$ cat config.mk
export PLATFORM = sky130hd
export DESIGN_NAME = rtc_bus_sequencer
export DESIGN_NICKNAME = d
export VERILOG_FILES = /design/src/rtl/rtc_bus_pkg.sv /design/src/rtl/rtc_phase_timer.sv /design/src/rtl/rtc_bus_sequencer.sv
export SDC_FILE = /design/constraint.sdc
export NUM_CORES = 1
export LEC_CHECK = 0
export CORE_MARGIN = 2
export CORE_UTILIZATION = 40
export CTS_BUF_LIST = sky130_fd_sc_hd__clkbuf_16
export CTS_CLUSTER_SIZE = 24
export DETAILED_ROUTE_END_ITERATION = 7
export GPL_TIMING_DRIVEN = 0
export SLEW_MARGIN = 40
export SYNTH_ARGS = -nofsm -noshare
export SYNTH_HDL_FRONTEND = slang
export SYNTH_SLANG_ARGS = --single-unit
export TNS_END_PERCENT = 50
$ cat constraint.sdc
create_clock -name clk -period 2.3 [get_ports clk]
set_input_delay 0.575 -clock clk [delete_from_list [all_inputs] [get_ports clk]]
set_output_delay 0.575 -clock clk [all_outputs]
set_load 0.01 [all_outputs]
$ cat src/rtl/rtc_bus_pkg.sv
// Shared types, default timing and encodings for the RTC bus sequencer.
// The REC state is only reachable when RTC_RECOVERY_EN is defined.
package rtc_bus_pkg;

    localparam int unsigned DEF_T_SETUP = 2;
    localparam int unsigned DEF_T_PULSE = 4;
    localparam int unsigned DEF_T_HOLD  = 2;
    localparam int unsigned DEF_T_REC   = 4;
    localparam int unsigned DEF_CNT_W   = 4;

    localparam logic PHASE_ADDR = 1'b0;
    localparam logic PHASE_DATA = 1'b1;
    localparam logic DIR_READ   = 1'b0;
    localparam logic DIR_WRITE  = 1'b1;

    typedef enum logic [3:0] {
        StIdle,
        StASetup,
        StAPulse,
        StAHold,
        StDSetup,
        StDPulse,
        StDHold,
        StDone,
        StRec
    } state_e;

    typedef struct packed {
        logic busy;
        logic done;
        logic rd_capture;
        logic cs_n;
        logic ad_n;
        logic wr_n;
        logic rd_n;
        logic flag_dato;
        logic direccion_dato;
        logic controlador_dato;
        logic bus_release;
    } bus_out_t;

    localparam bus_out_t BUS_OUT_IDLE = '{
        busy:             1'b0,
        done:             1'b0,
        rd_capture:       1'b0,
        cs_n:             1'b1,
        ad_n:             1'b1,
        wr_n:             1'b1,
        rd_n:             1'b1,
        flag_dato:        1'b0,
        direccion_dato:   PHASE_ADDR,
        controlador_dato: DIR_READ,
        bus_release:      1'b0
    };

    function automatic logic is_addr_state(input state_e s);
        return s inside {StASetup, StAPulse, StAHold};
    endfunction

    function automatic logic is_data_state(input state_e s);
        return s inside {StDSetup, StDPulse, StDHold};
    endfunction

    function automatic int unsigned max_u(input int unsigned a, input int unsigned b);
        return (a > b) ? a : b;
    endfunction

endpackage

$ cat src/rtl/rtc_phase_timer.sv
// Loadable down-counter shared by every timed state of the sequencer.
// Holds at zero once expired until the next load.
module rtc_phase_timer #(
    parameter int unsigned CNT_W = 4
) (
    input  logic             clk,
    input  logic             reset,
    input  logic             load,
    input  logic [CNT_W-1:0] load_val,
    output logic [CNT_W-1:0] value,
    output logic             expired
);

    logic [CNT_W-1:0] cnt_q;
    logic [CNT_W-1:0] cnt_d;

    always_comb begin
        cnt_d = cnt_q;
        if (load) begin
            cnt_d = load_val;
        end else if (cnt_q != '0) begin
            cnt_d = cnt_q - CNT_W'(1);
        end
    end

    always_ff @(posedge clk or negedge reset) begin
        if (!reset) begin
            cnt_q <= '0;
        end else begin
            cnt_q <= cnt_d;
        end
    end

    assign value   = cnt_q;
    assign expired = (cnt_q == '0);

endmodule

$ cat src/rtl/rtc_bus_sequencer.sv
// Two-phase multiplexed address/data sequencer for the RTC bus; outputs are registered
// from the next state. Define RTC_RECOVERY_EN to add a T_REC-cycle recovery state after DONE.
module rtc_bus_sequencer
    import rtc_bus_pkg::*;
#(
    parameter int unsigned T_SETUP = DEF_T_SETUP,
    parameter int unsigned T_PULSE = DEF_T_PULSE,
    parameter int unsigned T_HOLD  = DEF_T_HOLD,
`ifdef RTC_RECOVERY_EN
    parameter int unsigned T_REC   = DEF_T_REC,
`endif
    parameter int unsigned CNT_W   = DEF_CNT_W
) (
    input  logic clk,
    input  logic reset,
    input  logic start,
    input  logic rw,
    output logic busy,
    output logic done,
    output logic rd_capture,
    output logic cs_n,
    output logic ad_n,
    output logic wr_n,
    output logic rd_n,
    output logic flag_dato,
    output logic direccion_dato,
    output logic controlador_dato,
    output logic bus_release
);

`ifdef RTC_RECOVERY_EN
    localparam int unsigned T_MAX = max_u(max_u(max_u(T_SETUP, T_PULSE), T_HOLD), T_REC);
`else
    localparam int unsigned T_MAX = max_u(max_u(T_SETUP, T_PULSE), T_HOLD);
`endif

    if (T_SETUP < 1 || T_PULSE < 1 || T_HOLD < 1) begin : g_bad_timing
        $error("rtc_bus_sequencer: T_SETUP, T_PULSE and T_HOLD must be at least 1");
    end
`ifdef RTC_RECOVERY_EN
    if (T_REC < 1) begin : g_bad_rec
        $error("rtc_bus_sequencer: T_REC must be at least 1");
    end
`endif
    if (64'(T_MAX) >= (64'd1 << CNT_W)) begin : g_bad_cnt_w
        $error("rtc_bus_sequencer: CNT_W too narrow for the timing parameters");
    end

    state_e           state_q, state_d;
    logic             rw_q, rw_d;
    logic             tmr_load;
    logic [CNT_W-1:0] tmr_load_val;
    logic [CNT_W-1:0] tmr_value;
    logic             tmr_expired;
    logic             last_next;
    bus_out_t         out_q, out_d;

    always_comb begin
        state_d = state_q;
        rw_d    = rw_q;
        unique case (state_q)
            StIdle: begin
                if (start) begin
                    state_d = StASetup;
                    rw_d    = rw;
                end
            end
            StASetup: if (tmr_expired) state_d = StAPulse;
            StAPulse: if (tmr_expired) state_d = StAHold;
            StAHold:  if (tmr_expired) state_d = StDSetup;
            StDSetup: if (tmr_expired) state_d = StDPulse;
            StDPulse: if (tmr_expired) state_d = StDHold;
            StDHold:  if (tmr_expired) state_d = StDone;
`ifdef RTC_RECOVERY_EN
            StDone:   state_d = StRec;
            StRec:    if (tmr_expired) state_d = StIdle;
`else
            StDone:   state_d = StIdle;
`endif
            default:  state_d = StIdle;
        endcase
    end

    // Every state change reloads the timer with the duration of the state being entered.
    assign tmr_load = (state_d != state_q);

    always_comb begin
        tmr_load_val = '0;
        case (state_d)
            StASetup, StDSetup: tmr_load_val = CNT_W'(T_SETUP - 1);
            StAPulse, StDPulse: tmr_load_val = CNT_W'(T_PULSE - 1);
            StAHold,  StDHold:  tmr_load_val = CNT_W'(T_HOLD - 1);
`ifdef RTC_RECOVERY_EN
            StRec:              tmr_load_val = CNT_W'(T_REC - 1);
`endif
            default:            tmr_load_val = '0;
        endcase
    end

    rtc_phase_timer #(
        .CNT_W (CNT_W)
    ) u_timer (
        .clk      (clk),
        .reset    (reset),
        .load     (tmr_load),
        .load_val (tmr_load_val),
        .value    (tmr_value),
        .expired  (tmr_expired)
    );

    // True when the cycle about to start is the final cycle of its state.
    assign last_next = tmr_load ? (tmr_load_val == '0) : (tmr_value == CNT_W'(1));

    always_comb begin
        out_d      = BUS_OUT_IDLE;
        out_d.busy = (state_d != StIdle);
        if (is_addr_state(state_d)) begin
            out_d.cs_n             = 1'b0;
            out_d.ad_n             = PHASE_ADDR;
            out_d.flag_dato        = 1'b1;
            out_d.direccion_dato   = PHASE_ADDR;
            out_d.controlador_dato = DIR_WRITE;
            out_d.wr_n             = (state_d != StAPulse);
        end else if (is_data_state(state_d)) begin
            out_d.cs_n             = 1'b0;
            out_d.ad_n             = PHASE_DATA;
            out_d.flag_dato        = 1'b1;
            out_d.direccion_dato   = PHASE_DATA;
            out_d.controlador_dato = rw_d;
            out_d.bus_release      = (rw_d == DIR_READ);
            if (state_d == StDPulse) begin
                out_d.wr_n       = (rw_d != DIR_WRITE);
                out_d.rd_n       = (rw_d != DIR_READ);
                out_d.rd_capture = (rw_d == DIR_READ) && last_next;
            end
        end else if (state_d == StDone) begin
            out_d.done = 1'b1;
        end
    end

    always_ff @(posedge clk or negedge reset) begin
        if (!reset) begin
            state_q <= StIdle;
            rw_q    <= DIR_READ;
            out_q   <= BUS_OUT_IDLE;
        end else begin
            state_q <= state_d;
            rw_q    <= rw_d;
            out_q   <= out_d;
        end
    end

    assign busy             = out_q.busy;
    assign done             = out_q.done;
    assign rd_capture       = out_q.rd_capture;
    assign cs_n             = out_q.cs_n;
    assign ad_n             = out_q.ad_n;
    assign wr_n             = out_q.wr_n;
    assign rd_n             = out_q.rd_n;
    assign flag_dato        = out_q.flag_dato;
    assign direccion_dato   = out_q.direccion_dato;
    assign controlador_dato = out_q.controlador_dato;
    assign bus_release      = out_q.bus_release;

    strobes_exclusive: assert property (@(posedge clk) disable iff (!reset) !(!wr_n && !rd_n));
    cs_implies_busy:   assert property (@(posedge clk) disable iff (!reset) !cs_n |-> busy);

endmodule

Yosys cells after proc, flatten, opt, wreduce, memory -nomap -nowiden
Index checks and enable logic that the tools add are counted.
{"block": "classes", "bitwise": 1, "muxes": 24, "n_eq_ne": 16, "add_sub_neg": 1, "reduce_logical": 11}
{"op": "2-to-1 mux 4 bit", "n": 9}
{"op": "== test 4 x 3 -> 1 bit (second input constant)", "n": 7}
{"op": "one-hot mux 4 bit (7 select lines)", "n": 1}
{"op": "== test 4 x 2 -> 1 bit (second input constant)", "n": 4}
{"op": "== test 4 x 1 -> 1 bit (second input constant)", "n": 3}
{"op": "zero test 4 bit", "n": 3}
{"op": "2-to-1 mux 9 bit", "n": 1}
{"op": "2-to-1 mux 1 bit", "n": 8}
{"op": "nonzero test 4 bit", "n": 2}
{"op": "2-to-1 mux 3 bit", "n": 2}
{"op": "nonzero test 3 bit", "n": 2}
{"op": "2-to-1 mux 2 bit", "n": 2}
{"op": "inequality test 4 x 2 -> 1 bit (second input constant)", "n": 1}
{"op": "inequality test 4 bit", "n": 1}
{"op": "one-hot mux 2 bit (2 select lines)", "n": 1}
{"op": "OR reduction 4 bit", "n": 1}
{"op": "subtractor 4 x 1 -> 4 bit (second input constant)", "n": 1}
{"op": "nonzero test 2 bit", "n": 1}
{"op": "OR reduction 2 bit", "n": 1}
{"op": "logical AND 1 bit", "n": 1}
{"op": "NOT 1 bit", "n": 1}
{"block": "word_totals", "out_inout_bits": 11, "inputBits": 4, "ff_bits": 20}

Depth between registers and ports, before layout
Gate-level depths: netlist (run 1).
{"block": "logic_depth", "ltp_word": 12, "ltp_mapped": 7, "depth_no_buf": 6}

Cells and area by module
A second synthesis (run 1) with hierarchy kept.
{"block": "hier_totals", "hier_cells": 91, "area_unflattened_um2": 1017.2}
{"module": "rtc_bus_sequencer", "instances": 1, "cells_per_inst": 69, "area_per_inst_um2": 783.3}
{"module": "rtc_phase_timer", "instances": 1, "cells_per_inst": 22, "area_per_inst_um2": 234.0}

Worst setup path after synthesis (run 1)
No wires, ideal clock.
{"block": "synth_timing", "path_kind": "flip-flop to flip-flop", "start": "register u_timer.cnt_q[0] (netlist: u_timer.value[0])", "end": "register u_timer.cnt_q[1] (netlist: u_timer.value[1])", "arrival_ps": 1787, "n_path_buf": 1, "period_less_slack_ps": 1912, "setup_slack_ps": 388, "path_stages_with_launch": 8, "t_required_ps": 2175, "setup_ps": 125, "path_cell_list": "dfrtp_1 > inv_1 > ha_1 > or3b_1 > buf_6 > o21a_4 > and2_4 > mux2_4"}
{"block": "synth_between", "elab_chain_cells": 7}
{"item": "start: declaration", "line": "rtc_phase_timer.sv:14", "rtl": "logic [CNT_W-1:0] cnt_q;"}
{"item": "start signal: assignment", "line": "rtc_phase_timer.sv:30", "rtl": "cnt_q <= cnt_d;"}
{"item": "zero test 4 bit", "line": "rtc_phase_timer.sv:35", "rtl": "assign expired = (cnt_q == '0);"}
{"item": "2-to-1 mux 4 bit (tied with other cells)", "line": "rtc_bus_sequencer.sv:73", "rtl": "StDHold: if (tmr_expired) state_d = StDone;"}
{"item": "one-hot mux 4 bit (7 select lines)", "line": "rtc_bus_sequencer.sv:61", "rtl": "unique case (state_q)"}
{"item": "== test 4 x 1 -> 1 bit (tied with other cells)", "line": "rtc_bus_sequencer.sv:89", "rtl": "case (state_d)"}
{"item": "OR reduction 4 bit (no source line) / OR reduction 2 bit (equally long branches)"}
{"item": "one-hot mux 2 bit (2 select lines)", "line": "rtc_bus_sequencer.sv:89"}
{"item": "2-to-1 mux 4 bit", "line": "rtc_phase_timer.sv:19", "rtl": "if (load) begin"}
Several ways; a longest one is shown, not always the timed one. The select of a mux whose other input is x is not followed.
A chain may end at the register's enable or synchronous reset.

==> results of run 1 <==
## worst max-delay path, stage by stage
cell	delay [ns]
clkdlybuf4s50_1	0.50
or4b_4	0.50
o21ai_1	0.23
o2111ai_1	0.23
a21oi_1	0.20
## cells in the mapped netlist (all sizes together), types with 2 or more instances
| library cell | number |
|---|---|
| nand2 | 7 |
| nor2 | 10 |
| buf | 3 |
| dfstp | 4 |
| nand3b | 2 |
| a21boi | 2 |
| nor3 | 4 |
| or2 | 3 |
| a21oi | 7 |
| nand3 | 2 |
| xnor2 | 2 |
| clkbuf | 2 |
| inv | 5 |
| ha | 2 |
| or2b | 2 |
| and2 | 2 |
| o21ai | 5 |
| a31oi | 2 |
| dfrtp | 16 |
## how the worst max path moves through the flow
stage / cells after the start / to
6_report: 5 / rd_capture$_DFF_PN0_
5_1_grt: 6 / u_timer.value[1]$_DFFE_PN0P_
4_1_cts: 5 / u_timer.value[1]$_DFFE_PN0P_
3_5_place_dp: 5 / u_timer.value[1]$_DFFE_PN0P_
3_3_place_gp: 5 / u_timer.value[1]$_DFFE_PN0P_
2_1_floorplan: 7 / u_timer.value[1]$_DFFE_PN0P_
## cell type report
type,count,area (um^2)
repair buffers,14,135
inverters,5,18.8
clock buffers,3,75.1
clock inverters,1,3.75
fillers,224,1170
plain buffers,6,50.0
flip-flops and latches,20,505
well taps,30,37.5
multi-input cells,72,478
## power by group through the flow
stage          clock, mW  sequential, mW  combinational (mW)
3_5_place_dp           0           0.525               0.795
3_3_place_gp           0           0.521               0.788
4_1_cts            0.356           0.521               0.802
6_report           0.350           0.522               0.800
5_1_grt            0.375           0.536               0.902
2_1_floorplan          0           0.530               0.583
## per-layer routing
layer  vias to the layer above  routed length (um)  GRT usage [%]  part of all wire, %
met5                         -                   0              0                    0
met1                       409                 979           21.8                   46
met2                        30                1000           25.9                   47
met3                         5                 124           3.04                  5.8
met4                         0                  33           6.27                  1.5
li1                        399                   -              -                    -
## layout by cell type (no fill, tap or decap), drive strengths merged, types with 5 or more instances in the layout
cell / netlist / layout
a21oi: 7 / 7
clkbuf: 2 / 5
clkdlybuf4s50: 0 / 13
dfrtp: 16 / 16
inv: 5 / 5
nand2: 7 / 7
nor2: 10 / 10
o21ai: 5 / 5
## cells by family after synthesis
| kind of cell | count (synthesis) | share of synthesized area, % |
|---|---|---|
| muxes | 2 | 2.38 |
| and+or+nand+nor | 40 | 21.5 |
| other | 1 | 0.356 |
| xor gates and xnor gates | 2 | 1.66 |
| buffers and inverters | 11 | 6.54 |
| AOI/OAI and AO/OA | 25 | 17.1 |
| adders and majority gates | 2 | 2.38 |
| DFF | 20 | 48.0 |
## stage by stage
stage / cell area [um^2] / hold WS, ns / worst slack, ns
after floorplan: 1050 / 0.279 / 0.388
after global placement: 1230 / 0.601 / 0.0101
after detailed placement: 1220 / 0.544 / -0.00397
after CTS: 1300 / 0.279 / 0.251
after global routing: 1300 / 0.307 / 0.118
final: 1300 / 0.261 / 0.233
==> summary.md, run 1 <==
| Metric | Value |
|---|---|
| Status | completed |
| Core area | 2480 um^2 |
| Worst endpoint required time | 2.46 ns |
| Synthesized flop and latch total | 20 |
| Final core occ | 52.6% |
| Root Driver | clkbuf_16 |
| Final setup TNS | 0 ns |
| Crit path launch type | input port |
| Syn Nets | 109 |
| Synth top area share | 38.0% |
| RSZ-0062 raised after global routing | no |
| CTS tree | yes |
| Cts bufs inserted | 3 |
| Sequential share of the synthesized area | 48.0% |
| Die Footprint | 3060 um^2 |
| Clock share of power | 20.9% |
| Pleak | 0.558 nW |
| Hold buffers post-CTS | 0 |
| First-pass GRT wire length | 3970 um |
| WL/cell | 14.2 um |
| Worst Path Arrival | 2.23 ns |
| Post-DR vias/cell | 5.58 |
| Flop pwr share | 31.2% |
| Number of remaining DRC errors | 0 |
| Synth Instances | 103 |
| Skew final | 0.00108 ns |
| Clock Pin Slew Worst Setup and Hold Paths | 0.05 ns |
| Sw Share | 36.1% |
| I/O pin total | 15 |
| Vias in the first global route | 842 |
| Crit end category | register |
| Port bufs | 14 |
| Internal | 1.07 mW |
| Crit path from | start |
| Cts repair resizes | 0 |
| Reg2reg path depth | 6 |
| Slew HR | 56.3% |
| Post-CTS setup buffer count | 0 |
| Hold Crit Class | input port to async pin |
| Diode count | 0 |
| Via Count | 843 |
| Async set-or-reset flop fraction in the synthesized netlist | 100% |
| Primary FF master, synth | dfrtp_1 |
| Power Total | 1.67 mW |
| Worst VDD drop | 518 uV |
| Share of layout cells above drive strength 1 | 17.4% |
| Nets | 128 |
| DR iter-0 viols | 23 |
| Pins Over Slew Limit | 0 |
| Placed insts | 147 |
| GR Util All Layers | 16.2% |
| Final HPWL DP | 1510 um |
| Combinational power share | 47.9% |
| FF-to-FF setup slack | 0.28 ns |
| R2r endpoint | u_timer.value[1]$_DFFE_PN0P_ |
| H-tree depth | 1 |
| Setup Viol. Count Final | 0 |
| CP Max Fanout | 3 |
| Net Switching | 603 uW |
| Area of the mapped netlist | 1050 um^2 |
| Initial antenna violation count | 0 |
| Height of the die | 55.3 um |
| Synthesized area per cell | 10.2 um^2 |
| CTS Sinks | 20 |
| Largest net degree at the start of global routing | 21 |
| Routability cong. | 0.830 |
| Latest clock arrival within the worst-skew pair | 0.25 ns |
| Hold Fails Final Rpt | 0 |
| FP Rows | 18 |
| Synth warn | 0 |
| Initial core utilization | 42.5% |
| Total Routed Length | 2140 um |
| Area Overhead vs Synth | 23.9% |
| Largest area contributor in the netlist | dfrtp_1 |
| Period Utilization, post-route | 89.8% |
| Detailed Routing Iterations Pass 1 | 4 |
| Die Wd | 55.3 um |
| Number of synthesized flops with an enable pin | 0 |
| Cell variety after synth | 44 |
| Worst-margin pin slew | 0.653 ns |
| Fin crit period | 2.07 ns |
| Final global-route overflow total | 0 |
| Crit Reg-Reg Startpoint | u_timer.value[0]$_DFFE_PN0P_ |
| Antenna Nets Post-Route | 0 |
| Max-cap viol count | 0 |
| Max Fclk | 484 MHz |
| Crit Path Class | input port to register |
| Pwr Density | 1280 nW/um^2 |
| Top post-synthesis cells by area | dfrtp_1, dfstp_2, nor2_1 |
| Non-Filler Instances | 151 |
| Clk buf depth | 2 |
Note: power is estimated with default switching activity, not from simulation.
==> run 2, diff against run 1 <==
Settings changed: SKIP_CTS_REPAIR_TIMING set to 1.
==> results of run 2 <==
Final layout, timing and power as in run 1 (identical DEF).
==> run 3, diff against run 2 <==
Settings changed: CORE_ASPECT_RATIO set to 0.5.
==> run 3 against run 2 <==
  * Critical path depth grew 2
  * Fmax grew 1.7%
  * Clock skew is essentially flat
  * Register-to-register slack is essentially flat
  * Sequential power is essentially flat
  * Combinational power is essentially flat
  * Clock power grew 35%
  * First-iteration DRC count shrank 22%
  * Clock-buffer cell count is the same
  * Critical path type is now register to register
==> summary.md, run 3 (synthesis results as in run 1) <==
| Metric | Value |
|---|---|
| Cts bufs inserted | 3 (unchanged) |
| RSZ-0062 raised after global routing | no |
| Final global-route overflow total | 0 (unchanged) |
| Slew HR | 57.6% (+1.4 points) |
| Met3 Use GR | 5.41% (+2.4 points) |
| Routability cong. | 0.821 (-1.1%) |
| Detailed Routing Iterations Pass 1 | 4 (unchanged) |
| CP Max Fanout | 9 (+6) |
| GR Util All Layers | 15.3% (-0.87 points) |
| I/O pin total | 15 (unchanged) |
| Final HPWL DP | 1450 um (-4.2%) |
| FP Rows | 13 (-5) |
| Final setup TNS | 0 ns (unchanged) |
| Root Driver | clkbuf_16 |
| Fin crit period | 2.03 ns (-0.0341 ns) |
| Pleak | 0.571 nW (+2.3%) |
| Share of layout cells above drive strength 1 | 18.2% (+0.83 points) |
| Period Utilization, post-route | 88.4% (-1.5 points) |
| Die Footprint | 3080 um^2 (+0.81%) |
| Clk buf depth | 2 (unchanged) |
| H-tree depth | 1 (unchanged) |
| Max Fclk | 492 MHz (+1.7%) |
| Worst-margin pin slew | 0.627 ns (-0.0257 ns) |
| Worst setup margin | 0.268 ns (+0.0341 ns) |
| Number of remaining DRC errors | 0 (unchanged) |
| Post-DR vias/cell | 4.98 (-11%) |
| Commonest cells after routing, fill and taps aside | dfrtp_1, clkdlybuf4s50_1, nor2_1 |
| Latest clock arrival within the worst-skew pair | 0.25 ns (about the same) |
| Crit end category | register |
| Worst Path Arrival | 2.17 ns (-0.06 ns) |
| WL/cell | 13.2 um (-7.0%) |
| Crit Path Class | register to register |
| Area Overhead vs Synth | 27.2% |
| First-pass GRT wire length | 3460 um (-13%) |
| Largest net degree at the start of global routing | 21 (unchanged) |
| Hold Crit Class | input port to async pin |
| Grt met2 use | 26.3% (+0.48 points) |
| Pins Over Slew Limit | 0 (unchanged) |
| Pre-CTS setup slack | 0.0126 ns (+0.0166 ns) |
| Die Wd | 76.5 um (+38%) |
| CTS tree | yes |
| Core area | 2550 um^2 (+3.1%) |
| Antenna Nets Post-Route | 0 (unchanged) |
| Status | completed |
| Nets | 128 (unchanged) |
| Skew final | 0.00112 ns (+0.0000397 ns) |
| Worst VDD drop | 500 uV (-3.6%) |
| DR iter-0 viols | 18 (-22%) |
| FF-to-FF setup slack | 0.27 ns (about the same) |
| Port bufs | 14 (unchanged) |
| Diode count | 0 (unchanged) |
| Met1 usage | 20.1% (-1.7 points) |
| Total Routed Length | 2080 um (-2.7%) |
| Commonest non-fill, non-tap cell in the layout | dfrtp_1 |
| Via Count | 787 (-6.6%) |
| Worst endpoint required time | 2.43 ns (-0.03 ns) |
| Pwr Density | 1340 nW/um^2 (+4.3%) |
| Initial antenna violation count | 0 (unchanged) |
| Max-cap viol count | 0 (unchanged) |
| Crit path launch type | register |
| Hold Slack | 0.261 ns (+0.000199 ns) |
| Initial core utilization | 41.2% (-1.3 points) |
| Height of the die | 40.3 um (-27%) |
| GRT busiest layer | met2 |
| Hold Fails Final Rpt | 0 (unchanged) |
| CTS Sinks | 20 (unchanged) |
| Vias in the first global route | 731 (-13%) |
| Clock Pin Slew Worst Setup and Hold Paths | 0.06 ns (about the same) |
| Setup Viol. Count Final | 0 (unchanged) |
-- run 3: cell count changes in the layout (fill, tap and decap cells not counted), sizes merged --
cell / delta
bufinv: +1
clkinv: -1
-- run 3: final cells by class --
type	count	area (um^2)
Sequential cell	20	505
Fill cell	238	1210
Clock inverter	1	30.0
Timing Repair Buffer	14	135
Tap cell	37	46.3
Multi-Input combinational cell	72	478
Clock buffer	3	75.1
Buffer	6	50.0
Inverter	5	18.8
-- run 3: per-layer routing --
layer  up-vias  routed length (um)
met3         0                  54
met1       379                1080
met5         -                   0
li1        401                   -
met4         0                   0
met2         7                 946
-- run 3: metrics by stage --
| step | instances | utilization (%) | area (um^2) | total power, mW |
|---|---|---|---|---|
| floorplan | 103 | - | 1050 | 1.11 |
| global placement | 154 | 48.5 | 1240 | 1.31 |
| detailed placement | 154 | 48.3 | 1230 | 1.31 |
| CTS | 158 | 52.4 | 1340 | 1.80 |
| global route | 158 | 52.4 | 1340 | 1.92 |
| finish | 158 | 52.4 | 1340 | 1.79 |
-- run 3: final timing paths --
kind                                              start  depth (start not counted)                           end
max                        u_timer.value[0]$_DFFE_PN0P_                          7  u_timer.value[1]$_DFFE_PN0P_
min                                               reset                          1          state_q[1]$_DFF_PN0_
max reg2reg                u_timer.value[0]$_DFFE_PN0P_                          7  u_timer.value[1]$_DFFE_PN0P_
min reg2reg                              rw_q$_DFF_PN0_                          2                wr_n$_DFF_PN1_
max in group asynchronous                         reset                          1                wr_n$_DFF_PN1_
min in group clk                         rw_q$_DFF_PN0_                          2                wr_n$_DFF_PN1_
-- run 3: critical path, cell delays in order (launching register included) --
cell and delay (ns):
dfrtp_1 0.41, inv_1 0.07, ha_1 0.21, or3b_1 0.39, buf_6 0.16, o21a_4 0.23
and2_4 0.16, mux2_4 0.28
-- run 3: power breakdown --
group | leakage (nW) | switching, mW | internal (mW)
combinational | 0.267 | 0.414 | 0.385
clock | 0.0511 | 0.126 | 0.345
sequential | 0.253 | 0.0696 | 0.451
